### src/rtl/rf_pkg.sv
// rf_pkg -- shared sizing and types for the writeback register file and its
// pending-write scoreboard.
//
// Contents:
//   XLEN, NREG, AW : default data width, register count and address width
//   word_t         : one data word
//   raddr_t        : one register address
//   pend_t         : 2-bit pending-write counter
//   PEND_MAX       : saturation value of pend_t
package rf_pkg;

  localparam int XLEN = 32;
  localparam int NREG = 32;
  localparam int AW   = $clog2(NREG);

  typedef logic [XLEN-1:0] word_t;
  typedef logic [AW-1:0]   raddr_t;
  typedef logic [1:0]      pend_t;

  localparam pend_t PEND_MAX = 2'd3;

endpackage

### src/rtl/wb_scoreboard.sv
// wb_scoreboard -- per-register pending-write counters for an in-order
// pipeline. Decode bumps the counter of its destination on issue, writeback
// drops it, and decode is told to hold while either source still has a
// write in flight that is not being completed this very cycle.
//
// Ports:
//   clk, rst       : clock, asynchronous active-low reset
//   wb_we, wb_rd   : writeback register write (decrements counter of wb_rd)
//   iss_vld/we/rd  : issued instruction (increments counter of iss_rd)
//   rs1, rs2       : source addresses of the instruction in decode
//   stall          : combinational hold request for decode
//   sb_err         : sticky counter overflow/underflow flag
module wb_scoreboard #(
  parameter int NREG = rf_pkg::NREG,
  parameter int AW   = $clog2(NREG)
) (
  input  logic          clk,
  input  logic          rst,
  input  logic          wb_we,
  input  logic [AW-1:0] wb_rd,
  input  logic          iss_vld,
  input  logic          iss_we,
  input  logic [AW-1:0] iss_rd,
  input  logic [AW-1:0] rs1,
  input  logic [AW-1:0] rs2,
  output logic          stall,
  output logic          sb_err
);

  import rf_pkg::*;

  // One slot per encodable address so any rsN indexes in range; slot 0 and
  // slots at or above NREG never count and stay at zero.
  localparam int NSLOT = 1 << AW;

  pend_t            pend_q [NSLOT];
  logic [NSLOT-1:0] err_vec;
  logic             iss_ok;
  logic             stall1;
  logic             stall2;
  pend_t            cnt1;
  pend_t            cnt2;
  logic             sb_err_q;
  logic             sb_err_d;

  // A source with one write outstanding is released in the same cycle as
  // that write lands, because the register file bypasses wd to the reader.
  always_comb begin
    cnt1   = pend_q[rs1];
    cnt2   = pend_q[rs2];
    stall1 = 1'b0;
    stall2 = 1'b0;
    if (rs1 != '0) begin
      stall1 = (cnt1 > 2'd1) || ((cnt1 == 2'd1) && !(wb_we && (wb_rd == rs1)));
    end
    if (rs2 != '0) begin
      stall2 = (cnt2 > 2'd1) || ((cnt2 == 2'd1) && !(wb_we && (wb_rd == rs2)));
    end
    stall  = stall1 | stall2;
    // A held instruction must not count again on every stalled cycle.
    iss_ok = iss_vld && iss_we && !stall && (iss_rd != '0);
  end

  genvar gi;
  generate
    for (gi = 0; gi < NSLOT; gi++) begin : g_cnt
      localparam bit LIVE = (gi != 0) && (gi < NREG);

      pend_t cnt_q;
      pend_t cnt_d;
      logic  inc;
      logic  dec;
      logic  err;

      assign inc = LIVE && iss_ok && (iss_rd == AW'(gi));
      assign dec = LIVE && wb_we && (wb_rd == AW'(gi));

      // Simultaneous inc and dec cancel out, so neither limit can trip.
      always_comb begin
        cnt_d = cnt_q;
        err   = 1'b0;
        if (inc && !dec) begin
          if (cnt_q == PEND_MAX) begin
            err = 1'b1;
          end else begin
            cnt_d = cnt_q + 2'd1;
          end
        end else if (dec && !inc) begin
          if (cnt_q == 2'd0) begin
            err = 1'b1;
          end else begin
            cnt_d = cnt_q - 2'd1;
          end
        end
      end

      always_ff @(posedge clk or negedge rst) begin
        if (!rst) begin
          cnt_q <= '0;
        end else begin
          cnt_q <= cnt_d;
        end
      end

      assign pend_q[gi]  = cnt_q;
      assign err_vec[gi] = err;
    end
  endgenerate

  always_comb begin
    sb_err_d = sb_err_q | (|err_vec);
  end

  always_ff @(posedge clk or negedge rst) begin
    if (!rst) begin
      sb_err_q <= 1'b0;
    end else begin
      sb_err_q <= sb_err_d;
    end
  end

  assign sb_err = sb_err_q;

endmodule

### src/rtl/reg_wb_sink.sv
// reg_wb_sink -- architectural register file fed by the writeback stage,
// with two combinational read ports, write-through bypass and a pending-
// write scoreboard that stalls decode on unresolved sources.
//
// Ports:
//   clk, rst           : clock, asynchronous active-low reset
//   wb_we, wb_rd       : writeback write enable and destination
//   wb_mem2reg         : 1 selects wb_mem, 0 selects wb_alu as write data
//   wb_alu, wb_mem     : candidate write data
//   iss_vld/we/rd      : instruction issued from decode this cycle
//   rs1, rs2           : read addresses
//   rd1, rd2           : read data (x0 always reads zero)
//   stall              : decode must hold
//   sb_err             : sticky scoreboard overflow/underflow flag
module reg_wb_sink #(
  parameter int XLEN = rf_pkg::XLEN,
  parameter int NREG = rf_pkg::NREG,
  parameter int AW   = $clog2(NREG)
) (
  input  logic            clk,
  input  logic            rst,
  input  logic            wb_we,
  input  logic [AW-1:0]   wb_rd,
  input  logic            wb_mem2reg,
  input  logic [XLEN-1:0] wb_alu,
  input  logic [XLEN-1:0] wb_mem,
  input  logic            iss_vld,
  input  logic            iss_we,
  input  logic [AW-1:0]   iss_rd,
  input  logic [AW-1:0]   rs1,
  input  logic [AW-1:0]   rs2,
  output logic [XLEN-1:0] rd1,
  output logic [XLEN-1:0] rd2,
  output logic            stall,
  output logic            sb_err
);

  // Every encodable address owns a slot so reads never index out of range;
  // slot 0 and slots at or above NREG are never written.
  localparam int NSLOT = 1 << AW;

  logic [XLEN-1:0] regs_q [NSLOT];
  logic [XLEN-1:0] wd;
  logic            wr_en;
  logic            byp_en;

  always_comb begin
    wd     = wb_mem2reg ? wb_mem : wb_alu;
    wr_en  = wb_we && (wb_rd != '0);
    // Bypass is suppressed in reset so reads fall to the cleared array at once.
    byp_en = wr_en && rst;
  end

  genvar gi;
  generate
    for (gi = 0; gi < NSLOT; gi++) begin : g_reg
      localparam bit LIVE = (gi != 0) && (gi < NREG);

      logic [XLEN-1:0] reg_q;
      logic [XLEN-1:0] reg_d;

      always_comb begin
        reg_d = reg_q;
        if (LIVE && wr_en && (wb_rd == AW'(gi))) begin
          reg_d = wd;
        end
      end

      always_ff @(posedge clk or negedge rst) begin
        if (!rst) begin
          reg_q <= '0;
        end else begin
          reg_q <= reg_d;
        end
      end

      assign regs_q[gi] = reg_q;
    end
  endgenerate

  always_comb begin
    rd1 = '0;
    rd2 = '0;
    if (rs1 != '0) begin
      rd1 = (byp_en && (wb_rd == rs1)) ? wd : regs_q[rs1];
    end
    if (rs2 != '0) begin
      rd2 = (byp_en && (wb_rd == rs2)) ? wd : regs_q[rs2];
    end
  end

  wb_scoreboard #(
    .NREG (NREG),
    .AW   (AW)
  ) u_sb (
    .clk     (clk),
    .rst     (rst),
    .wb_we   (wb_we),
    .wb_rd   (wb_rd),
    .iss_vld (iss_vld),
    .iss_we  (iss_we),
    .iss_rd  (iss_rd),
    .rs1     (rs1),
    .rs2     (rs2),
    .stall   (stall),
    .sb_err  (sb_err)
  );

endmodule

### config.mk
export PLATFORM = sky130hd
export DESIGN_NAME = reg_wb_sink
export DESIGN_NICKNAME = d
export VERILOG_FILES = /design/src/rtl/rf_pkg.sv /design/src/rtl/wb_scoreboard.sv /design/src/rtl/reg_wb_sink.sv
export SDC_FILE = /design/constraint.sdc
export NUM_CORES = 2
export LEC_CHECK = 0
export ABC_AREA = 1
export CELL_PAD_IN_SITES_DETAIL_PLACEMENT = 1
export CELL_PAD_IN_SITES_GLOBAL_PLACEMENT = 2
export CORE_MARGIN = 2
export CORE_UTILIZATION = 37
export DETAILED_ROUTE_END_ITERATION = 10
export PLACE_DENSITY_LB_ADDON = 0.1
export SYNTH_ARGS = -nofsm -noshare
export SYNTH_HDL_FRONTEND = slang
export SYNTH_SLANG_ARGS = --single-unit
### constraint.sdc
create_clock -name clk -period 3.2 [get_ports clk]
set_input_delay 0.64 -clock clk [delete_from_list [all_inputs] [get_ports clk]]
set_output_delay 0.64 -clock clk [all_outputs]
set_load 0.005 [all_outputs]
* Yosys cells after proc, flatten, opt, wreduce, memory -nomap -nowiden
Cells that the tools add are included.
** Storage, ports and cells
- Flip-flop bits (word level) :: 1055
- Bits in latches :: 0
- Bits in writable memories :: 0
- ROM bits :: 0
- Input bits :: 90
- Output and inout port bits :: 66
- Word-level logic and storage cells :: 890
- Memories :: 0
** Cells by class
- $add $sub $neg :: 62
- $mul :: 0
- Div/mod/pow operators :: 0
- Magnitude comparators :: 4
- Eq/ne operators :: 159
- Shift operators :: 0
- Mux-type cells :: 267
- Bitwise operators :: 4
- Reduce and logical (&&, ||, !) cells :: 331
** Operators with widths (number)
- $bmux W32 S5 :: 2
- $mux W32 :: 9
- $mux W2 :: 128
- $logic_and A1 B1 Y1 :: 166
- $eq A5 B5 Y1 const B :: 32
- $mux W1 :: 126
- $reduce_and A3 Y1 :: 31
- $eq A5 B4 Y1 const B :: 16
- $logic_not A1 Y1 :: 65
- $add A2 B1 Y2 const B :: 31
- $eq A2 B2 Y1 const B :: 31
- $logic_not A2 Y1 :: 31
- $ne A2 B1 Y1 const B :: 31
- $ne A2 B2 Y1 const B :: 31
- $reduce_bool A2 Y1 :: 31
- $sub A2 B1 Y2 const B :: 31
- $eq A5 B3 Y1 const B :: 8
- $reduce_or A31 Y1 :: 1
- $bmux W2 S5 :: 2
- $eq A5 B2 Y1 const B :: 4
- $reduce_bool A5 Y1 :: 4
- $ge A6 B6 Y1 const B :: 2
- $not A5 Y6 :: 2
- $eq A5 B1 Y1 const B :: 2
- other kinds (5) :: 10

* Longest topological paths before layout
- Word-level depth :: 19
- Gate-level depth with buffers :: 24
- Depth with buffers taken out :: 22

* Cells and area by module
A second synthesis with hierarchy kept.
** Unflattened totals
- Cells, all modules :: 9179
- Area total of the unflattened synthesis :: 62931.6 µm²
** By module, submodules not included
- reg_wb_sink :: instances 1, cells an instance 8160, area an instance 56417.9 µm², seq. area each 24823.8 µm²
- wb_scoreboard :: instances 1, cells an instance 1019, area an instance 6513.7 µm², seq. area each 1576.5 µm²

* Worst setup path after synthesis
Ideal clock, no wire load.
- Kind :: input port to output port
- Start :: in rs1[0]
- End :: out rd1[25]
- Data arrival time :: 2.427 ns
- Data required time :: 2.560 ns
- Slack :: 0.133 ns
- Stages :: 12
- Path through :: buf_2 inv_4 buf_2 buf_2 buf_2 clkbuf_1 a21oi_1 o311ai_0 o311ai_0 nand3_1 o21ai_0 inv_1
** On the way
- Cells in the longest elaborated chain, start to end :: 6
- Elaborated cells between the ends (all ways) :: 9
- Classes of those cells :: eq/ne: 1; mux: 5; bitwise: 1; reduce/logical: 2
** Ends and longest elaborated chain
- from (decl) :: RTL line reg_wb_sink.sv:30 : input logic [AW-1:0] rs1,
- $not A5 Y6 (implied by the code) :: RTL line reg_wb_sink.sv:85 : rd1 = (byp_en && (wb_rd == rs1)) ? wd : regs_q[rs1];
- $bmux W32 S5 :: RTL line reg_wb_sink.sv:85
- $mux W32 (implied by the code) (2 in a row) :: RTL line reg_wb_sink.sv:85
- $mux W32 :: RTL line reg_wb_sink.sv:85
- $mux W32 (*) :: RTL line reg_wb_sink.sv:84 : if (rs1 != '0) begin
- to (decl) :: RTL line reg_wb_sink.sv:32 : output logic [XLEN-1:0] rd1,
Every way passes the cells marked *; elsewhere a longest branch is shown, timed or not. The select of a mux whose other input is x is not followed.

* Worst setup path in the final report
- Start :: in rs1[1]
- End :: out rd1[15]
The elaborated chain is that of the path after synthesis.

==> results.md <==
* Status: finished, violations left
* Failing checks: setup timing
* Vias in the first global route at 69700
* Max FO, Critical Path at 6
* Combinational fraction of design power at 26.9%
* # rows at 146
* Most frequent cells in the layout: 1965 x nand2_1, 1337 x o21ai_0, 1051 x dfrtp_1
* Final hold violation count at 0
* Reg2Reg Setup Slack at 0.29 ns
* Unrepaired setup endpoints after global routing: yes
* Worst-Skew Late Latency at 0.79 ns
* Headroom to the max-slew limit at 27.7%
* Clk network pwr share at 34.1%
* Worst path required time at 2.56 ns
* Power per Cell Area at 549 nW/um^2
* Ys flop type: dfrtp_1
* Arr. time, crit path at 2.78 ns
* Async SR Flop Fraction at 100%
* Synth Area in Simple Gates at 19.7%
* Clock tree root driver cell: clkbuf_16
* WS Path Type: input port to primary output
* Initial antenna violation count at 22
* Core area at 158000 sq um
* Via Count at 70300
* Worst reg2reg startpoint: u_sb.g_cnt[8].cnt_q[1]
* Die Area at 162000 sq um
* Gr usage total at 43.4%
* Fin. max-slew vios at 0
* PnR worst setup slack at -0.223 ns
* Max-Cap Viols at 0
* Net Sw Frac at 35.1%
* DR WL/cell at 32.9 um
* Post-synthesis cell type count at 41
* RR Endpoint: u_sb.sb_err
* EDFF count, synth at 0
* Worst hold path class: input port to async pin
* Placer Congestion at 0.947
* Grt total ovfl at 0
* CP Capture Type: primary output
* Min cycle time layout at 3.42 ns
* Total Wirelength at 367 mm
* I/O pin count at 156
* Final setup fails at 64
* CTS tree: yes
* Adder-Cell Fraction of Synth Area at 0%
* FF-to-FF path depth at 23
* Die Y at 402 um
* Via density at 6.30
* Final worst-path cycle share at 107%
* Post-synthesis mux area share at 0%
* Clk slew on worst S/H paths at 0.06 ns
* Post-CTS Hold Buffers at 0
* Peak supply drop at 0.633 mV
* Nets@finish at 9073
* Post-synthesis cell count at 8004
* PortBufs at 155
* Sequential fraction of the synthesis area at 45.1%
* Synth warn at 0
* Starting Density at 37.1%
* First-pass detailed-route iteration total at 5
* Internal at 30700 uW
* Synth Area in XOR/XNOR at 0.598%
* Iteration-0 DRC Markers at 8405
* Element type at the critical path start: input port
* Post-Syn Area at 58600 sq um
* # DRC at 0
* Worst Max-Slew Pin Slew at 1.08 ns
* Sink Count at 1055
* Hpwl dp at 220 mm
* Syn Area/Cell at 7.32 sq um
* CTS H-tree lvls at 4
* Global-route wire length before repair at 509 mm
* Synth Area in Compound Gates at 26.4%
* Layout cells sized above 1 at 27.4%
* Fin Setup TNS at -6.01 ns
* Die width at 402 um
* P&R area growth vs syn at 47.2%
* Sw Pwr at 16600 uW
* Final antenna-violating net count at 0
* Flop pwr share at 39.1%
* Hold slack at 0.0690 ns
* Pin count of the biggest net entering global routing at 160
* Clock skew at 0.0245 ns
* P_leak at 0.0386 uW
* Maximum clock frequency at 292 MHz
* TritonCTS buffer count at 136
* Commonest non-fill, non-tap cell in the layout: nand2_1
* Bufs on Longest Clock Path at 3
* Fin cells at 11200
* #FFs+latches synth at 1055
* Largest family of logic cells by synthesized area: compound AO/OA/AOI/OAI gates
* Placed insts at 10500
* Syn_nets at 8094
-- logic make-up (layout without fill, tap and decap cells) --
| kind of cell | after synthesis | in the layout |
|---|---|---|
| AND/OR/NAND/NOR | 2850 | 2850 |
| buffers and inverters | 1272 | 2356 |
| XOR/XNOR | 40 | 40 |
| flip-flops | 1055 | 1055 |
| other | 0 | 9 |
| AO/OA/AOI/OAI | 2787 | 2787 |
-- critical path, stage by stage --
cell       delay [ns]
buf_12           0.11
clkinv_16        0.08
buf_16           0.14
buf_12           0.14
buf_12           0.13
o21ai_1          0.07
a21oi_1          0.06
a21oi_1          0.12
nand2_1          0.09
o311ai_2         0.07
buf_4            0.18
nand4_1          0.36
nand3_2          0.21
o21ai_4          0.15
inv_2            0.09
buf_6            0.09
-- sequential cells by signal, summed over array words and instances (netlist names) --
| name | flops |
|---|---|
| u_sb.g_cnt.cnt_q | 62 |
| u_sb.sb_err | 1 |
| g.reg_q | 992 |
-- stage by stage --
stage | setup WS [ns] | utilization (%) | total power (uW) | area [sq um]
after floorplan | 0.133 | - | 23100 | 58600
after global placement | -2.14 | 44.6 | 28000 | 70400
after detailed placement | -1.42 | 44.6 | 28400 | 70400
after CTS | -0.224 | 52.1 | 45900 | 82200
after global routing | -0.249 | 54.6 | 49200 | 86200
final | -0.223 | 54.6 | 47300 | 86200
-- layout make-up --
cell class,count,area [sq um]
antenna,9,22.5
fill,18400,71600
multi-input combinational,5677,31900
clock inverter,39,455
clock buffer,204,4100
timing repair buffer,1559,18500
inverter,554,2250
tap,2072,2590
sequential,1055,26400
-- layer usage --
metal	vias up	global-route usage, %	share of wire, %
li1	29300	-	-
met1	35400	55.5	38
met2	4299	63.5	42
met3	1317	11.7	11
met4	8	30.1	8.0
met5	-	0	0.014
-- synth_stat cells (7+ instances only) --
cell,instances,share of area [%]
clkinv_1,32,0.21
o2111ai_1,38,0.57
inv_2,10,0.064
nor3_1,7,0.060
a31oi_1,25,0.27
o311ai_0,71,1.1
o211ai_1,109,1.4
inv_1,511,3.3
o221ai_1,170,2.5
o21ai_1,28,0.24
nand2_1,2032,13
a21oi_1,664,5.7
a211oi_1,11,0.14
o22ai_1,52,0.56
clkbuf_1,608,3.9
xor2_1,38,0.57
o21ai_0,1600,14
nand4_1,56,0.60
buf_2,38,0.32
nand3_1,486,4.2
dfrtp_1,1055,45
buf_1,62,0.40
nor2_1,258,1.7
a22oi_1,10,0.13
buf_4,9,0.12
-- worst max path at each step --
stage                     slack [ns]      end  startpoint  cells past startpoint
after floorplan                 0.13  rd1[25]      rs1[0]                     12
after global placement         -2.14  rd1[28]      rs1[0]                     13
after detailed placement       -1.42  rd1[15]      rs1[0]                     14
after CTS                      -0.22  rd2[14]      rs2[1]                     15
after global routing           -0.25  rd1[15]      rs1[1]                     16
final                          -0.22  rd1[15]      rs1[1]                     16
-- power by group through the flow --
stage	logic (uW)	clock network [uW]	registers [uW]
final	12700	16100	18500
after CTS	11400	16200	18200
after detailed placement	10000	0	18400
after global placement	9730	0	18300
after global routing	13600	16700	18800
after floorplan	5360	0	17700
-- what timing repair did --
item,CTS,global route
gates cloned,48,23
hold endpoints to repair,0,0
resized for setup,1239,749
setup endpoints to repair,65,225
buffers inserted,315,155
pin swaps,325,365
Power figures use the tool's default switching activity.
